**config.mk**
```make
export PLATFORM = sky130hd
export DESIGN_NAME = pipelined_array_mult
export DESIGN_NICKNAME = d
export VERILOG_FILES = /design/src/rtl/pipelined_array_mult.sv
export SDC_FILE = /design/constraint.sdc
export NUM_CORES = 1
export LEC_CHECK = 0
export BUFFER_PORTS_ARGS = -buffer_cell sky130_fd_sc_hd__buf_2
export CORE_MARGIN = 4
export CORE_UTILIZATION = 40
export DETAILED_ROUTE_END_ITERATION = 7
export SLEW_MARGIN = 20
export SYNTH_ARGS = -nofsm -noshare
export SYNTH_HDL_FRONTEND = slang
export SYNTH_SLANG_ARGS = --single-unit
```
**constraint.sdc**
```tcl
create_clock -name clk -period 5.8 [get_ports clk]
set_clock_uncertainty 0.1 [all_clocks]
set_input_delay 0.58 -clock clk [delete_from_list [all_inputs] [get_ports clk]]
set_output_delay 0.58 -clock clk [all_outputs]
set_load 0.02 [all_outputs]
```
**src/rtl/pipelined_array_mult.sv**
```systemverilog
// Pipelined array multiplier, unsigned or two's-complement per transaction.
// Partial-product rows are accumulated across STAGES registered stages.
module pipelined_array_mult #(
   parameter int WIDTH          = 4,
   parameter int ROWS_PER_STAGE = 1
) (
   input  logic                 clk,
   input  logic                 rst_n,
   input  logic                 in_valid,
   output logic                 in_ready,
   input  logic [WIDTH-1:0]     in_a,
   input  logic [WIDTH-1:0]     in_b,
   input  logic                 in_signed,
   output logic                 out_valid,
   input  logic                 out_ready,
   output logic [2*WIDTH-1:0]   out_product,
   output logic                 out_signed
);

   localparam int STAGES = WIDTH / ROWS_PER_STAGE;
   localparam int PW     = 2 * WIDTH;

   if (WIDTH < 2 || WIDTH > 16 || (WIDTH % ROWS_PER_STAGE) != 0) begin : g_bad_cfg
      $error("pipelined_array_mult: illegal WIDTH/ROWS_PER_STAGE");
   end

   logic advance;

   for (genvar s = 0; s < STAGES; s++) begin : g_stage
      logic [WIDTH-1:0] a_i;
      logic [WIDTH-1:0] b_i;
      logic             sg_i;
      logic             v_i;
      logic [PW-1:0]    sum_i;
      logic [PW-1:0]    a_ext;
      logic [PW-1:0]    sum_d;

      logic [WIDTH-1:0] a_q;
      logic [WIDTH-1:0] b_q;
      logic             sg_q;
      logic             v_q;
      logic [PW-1:0]    sum_q;

      if (s == 0) begin : g_first
         assign a_i   = in_a;
         assign b_i   = in_b;
         assign sg_i  = in_signed;
         assign v_i   = in_valid;
         assign sum_i = '0;
      end else begin : g_next
         assign a_i   = g_stage[s-1].a_q;
         assign b_i   = g_stage[s-1].b_q;
         assign sg_i  = g_stage[s-1].sg_q;
         assign v_i   = g_stage[s-1].v_q;
         assign sum_i = g_stage[s-1].sum_q;
      end

      assign a_ext = {{WIDTH{sg_i & a_i[WIDTH-1]}}, a_i};

      // Signed mode: multiplier MSB carries weight -2^(W-1), so its row subtracts.
      always_comb begin
         sum_d = sum_i;
         for (int r = 0; r < ROWS_PER_STAGE; r++) begin
            if (b_i[s*ROWS_PER_STAGE + r]) begin
               if (sg_i && (s*ROWS_PER_STAGE + r == WIDTH - 1)) begin
                  sum_d = sum_d - (a_ext << (s*ROWS_PER_STAGE + r));
               end else begin
                  sum_d = sum_d + (a_ext << (s*ROWS_PER_STAGE + r));
               end
            end
         end
      end

      always_ff @(posedge clk or negedge rst_n) begin
         if (!rst_n) begin
            a_q   <= '0;
            b_q   <= '0;
            sg_q  <= 1'b0;
            v_q   <= 1'b0;
            sum_q <= '0;
         end else if (advance) begin
            a_q   <= a_i;
            b_q   <= b_i;
            sg_q  <= sg_i;
            v_q   <= v_i;
            sum_q <= sum_d;
         end
      end
   end

   assign out_valid   = g_stage[STAGES-1].v_q;
   assign out_product = g_stage[STAGES-1].sum_q;
   assign out_signed  = g_stage[STAGES-1].sg_q;

   assign advance  = !out_valid || out_ready;
   assign in_ready = advance;

   logic unused_tail;
   assign unused_tail = ^{g_stage[STAGES-1].a_q, g_stage[STAGES-1].b_q};

endmodule

```
# Word level (Yosys, flattened, before mapping)

Index checks and enable logic that the tools add are counted.

Bits in registers: 64
Bits of input ports: 13
Output and inout port bits: 11
Logic and storage cells: 33

Add/subtract/negate cells: 4
Muxes and demuxes: 5
Bitwise gates (word level): 4
Reduce and logical (&&, ||, !) cells: 2

Operators with widths:

| cell              | count |
|---|---|
| 8-bit two-way mux | 5 |
| 8-bit adder       | 3 |
| 8-bit subtractor  | 1 |
| 1-bit bitwise AND | 4 |
| 1-bit logical NOT | 1 |
| 1-bit logical OR  | 1 |

# Logic depth before layout (Yosys ltp)

Word-level depth: 4
Mapped depth: 10
Depth with buffers taken out: 10

# Worst setup path after synthesis

Ideal clock, no wire load.

Path type: reg-to-reg
From: reg g_stage[2].a_q[0]
To: reg g_stage[3].sum_q[7], in the netlist out_product[7]
Setup time: 82 ps
Data arrival time: 2,224 ps
Data required time: 5,618 ps
Setup slack: 3,394 ps
Stages on the path, launching flop included: 11
Path buffers: 0
Period minus slack after synthesis: 2,406 ps
Cell sequence: dfrtp_1 > inv_1 > ha_1 > nor2_1 > xnor2_1 > ha_1 > nor2b_1 > o21a_1 > or4b_4 > a21o_1 > a31oi_1

Word-level cells in the longest chain between the ends: 3
Elaborated cells between the ends (all ways): 4
Those cells by class: 2 x add/sub; 2 x mux

RTL lines:

| item                                                   | RTL line | source |
|---|---|---|
| start: declaration                                     | 38       | `logic [WIDTH-1:0] a_q;` |
| start signal: assignment                               | 82       | `a_q <= a_i;` |
| 8-bit adder / 8-bit subtractor (equally long branches) | 68, 66   |  |
| 8-bit two-way mux (*)                                  | 65       | `if (sg_i && (s*ROWS_PER_STAGE + r == WIDTH - 1)) begin` |
| 8-bit two-way mux (*)                                  | 64       | `if (b_i[s*ROWS_PER_STAGE + r]) begin` |
| end signal: assignment                                 | 86       | `sum_q <= sum_d;` |
| end: declaration                                       | 42       | `logic [PW-1:0] sum_q;` |

Mark *: on every way between the ends. The rest lies on a longest branch, timed or not.
A chain may end at the register's enable or synchronous reset.

# Worst setup path after layout

From: reg g_stage[3].v_q, in the netlist out_valid
To: out in_ready

Word-level cells in the longest chain between the ends: 2

RTL lines:

| item                     | RTL line | source |
|---|---|---|
| start: declaration       | 41       | `logic v_q;` |
| start signal: assignment | 85       | `v_q <= v_i;` |
| 1-bit logical NOT        | 95       | `assign advance = !out_valid \|\| out_ready;` |
| 1-bit logical OR         | 95       |  |
| end: declaration         | 10       | `output logic in_ready,` |

No other way between the ends.

==> run_results.csv <==
group,metric,value,unit
run_status,status,"completed",
routing,via_per_inst,4.696,
yosys,synth-warning-count,0,
placement,place_congestion,0.7693,
job,max_cap_violations,0,
layout,diodes,0,
sta,fmax,365.9,MHz
yosys,synth.area.top_cells,"dfrtp_1 49%, nand2_1 14%, ha_1 6.7%",
sta,setup_viol,0,
routing,ant_nets,0,
placement,placed_area,2990,µm²
critical_path,worstPathArrival,2050,ps
cts,cts_tree,"done",
cts,cts.sinks,55,
hold_path,min_path_type,"in -> async",
global_routing,grt_first_pass_wirelength,9128,µm
power_and_ir_drop,peakVddDrop,0.1530,mV
layout,drive_gt1_frac,0.1185,
floorplanning,start_util,0.4096,
routing,vias,1996,
critical_path,cp.required,5120,ps
routing,dr.first_iter.drc_count,44,
cts,post_cts_buffers,0,
yosys,yosysTopAreaCell,"dfrtp_1",
layout,finalInstanceArea,3085,µm²
yosys,yosysSeqAreaShare,0.4946,
layout,final_cell_mix,"102 x nand2_1, 55 x dfrtp_1, 23 x buf_2",
floorplanning,fp-row-count,30,
routing,drc,0,
global_routing,grt_pass1_vias,2032,
yosys,syn_avg_cell_area,9.005,µm²
sta,slew_headroom,0.4745,
floorplanning,ios,24,
floorplanning,core_region_area,6794,µm²
global_routing,grt-ovfl-total,0,
power_and_ir_drop,power.leakage,0.001551,µW
sta,setup_tns,0,ps
cts,cts_max_level,2,
placement,detailed_place_hpwl,3412,µm
yosys,synth-seq-cells,55,
layout,final_common_cell,"nand2_1",
placement,dp_slack,3045,ps
sta,fin_ws,3067,ps
critical_path,critPathLaunchType,"register",
routing,drt-pass1-iter-count,6,
sta,maxSlewViolCount,0,
sta,hold_violations,0,
yosys,yosys.cell_types.count,35,
global_routing,grt_max_degree,58,
floorplanning,die_y,91.41,µm
layout,final_core_util,0.4541,
cts,insertion_delay,300,ps
routing,drt-wirelength-per-cell,11.53,µm
power_and_ir_drop,p_per_area,549.9,nW/µm²
critical_path,crit_fanout,57,
cts,cts_resized,0,
yosys,syn-num-nets,340,
layout,final_net_count,359,
yosys,syn_inst,309,
sta,worst_pin_slew,787.2,ps
layout,areaGrowthSynthToFinish,10.88,%
critical_path,criticalPathCategory,"reg -> out",
sta,rsz0062_at_grt,"false",
global_routing,antenna_found_initial,0,
floorplanning,die_w,91.41,µm
floorplanning,die_area,8355,µm²
sta,hold_ws,300.5,ps
cts,numCtsBuffers,5,
yosys,synth_top_area_share,0.4946,
global_routing,track_usage,0.1311,
sta,period_minus_slack,2733,ps
cts,clock-root-buffer,"clkbuf_8",
cts,clk_pin_slew,90,ps
cts,ctsHoldBuffers,0,
sta,finalCritPeriodShare,0.4713,
critical_path,critPathCaptureType,"primary output",
placement,portBuffers,23,
yosys,synth_area,2783,µm²
layout,fillers,673,
routing,routed_wl,4900,µm
cts,clock_path_buffers,2,
[synthesized netlist by cell type (all sizes together)]
cell type / number
nand2: 102
dfrtp: 55
o21ai: 27
ha: 15
inv: 13
nor2: 12
clkbuf: 9
a21oi: 8
nand3: 8
mux2i: 7
nor2b: 7
a21o: 6
xnor2: 5
a31oi: 4
buf: 4
fa: 3
mux2: 3
nand2b: 3
a211oi: 2
and3: 2
nor3: 2
o211ai: 2
o21a: 2
a22o: 1
a311oi: 1
and2: 1
and4: 1
nor4b: 1
o21bai: 1
or3: 1
or4b: 1
[kinds of logic (layout without fill, tap and decap cells)]
| logic type | after synthesis | after routing | synth area share |
|---|---|---|---|
| buffers and inverters | 26 | 46 | 0.03552 |
| AND/OR/NAND/NOR | 141 | 141 | 0.2145 |
| multiplexers | 10 | 10 | 0.03732 |
| XOR/XNOR | 5 | 5 | 0.01574 |
| AO/OA/AOI/OAI | 54 | 54 | 0.1133 |
| flip-flops | 55 | 55 | 0.4946 |
| adder cells (fa/ha/maj) | 18 | 18 | 0.08903 |
[worst max-delay path, stage by stage (launching register included)]
cell and delay (ps):
dfrtp_1 380, nor2b_4 120, buf_4 280, inv_2 650
buf_2 290
[per-layer routing]
| layer | share of wire | track usage | wire (µm) |
|---|---|---|---|
| met1 | 0.50 | 0.1776 | 2438 |
| met2 | 0.46 | 0.2112 | 2235 |
| met3 | 0.038 | 0.02734 | 184 |
| met4 | 0.0086 | 0.03769 | 42 |
| met5 | 0 | 0 | 0 |
[metrics by stage]
step,instances,power (µW)
after CTS,425,1727
after floorplan,309,1312
after global placement,417,1476
after detailed placement,417,1500
after global routing,425,1887
final,425,1697
[worst paths after layout]
path	endpoint	slack [ps]	start	cells past startpoint
max	in_ready	3070	out_valid	4
max in group asynchronous	g_stage[2].b_q[3]	4850	rst_n	2
max reg2reg	out_product[7]	3270	g_stage[2].a_q[0]	10
min reg2reg	out_product[0]	370	out_product[0]	2
min	out_product[7]	300	rst_n	2
min in group clk	g_stage[0].b_q[2]	360	in_b[2]	3
[power breakdown]
part / internal (µW) / switching [µW]
logic: 366 / 437
clock network: 98.1 / 122
registers: 544 / 130
[state kept, by name, summed over array words and instances, names as in the netlist]
signal         flops
g_stage.v_q        3
out_signed         1
g_stage.sum_q     21
out_valid          1
g_stage.a_q       12
g_stage.sg_q       3
out_product        8
g_stage.b_q        6
[area by class of cell]
type,instances,area [µm²],share of cell area
tap,96,120.1,0.03893
timing repair buffer,25,130.1,0.04217
clock inverter,1,8.758,0.002839
clock buffer,7,86.33,0.02798
multi-input combinational,228,1315,0.4262
inverter,13,48.80,0.01582
sequential,55,1376,0.4461
Power figures use the tool's default switching activity.
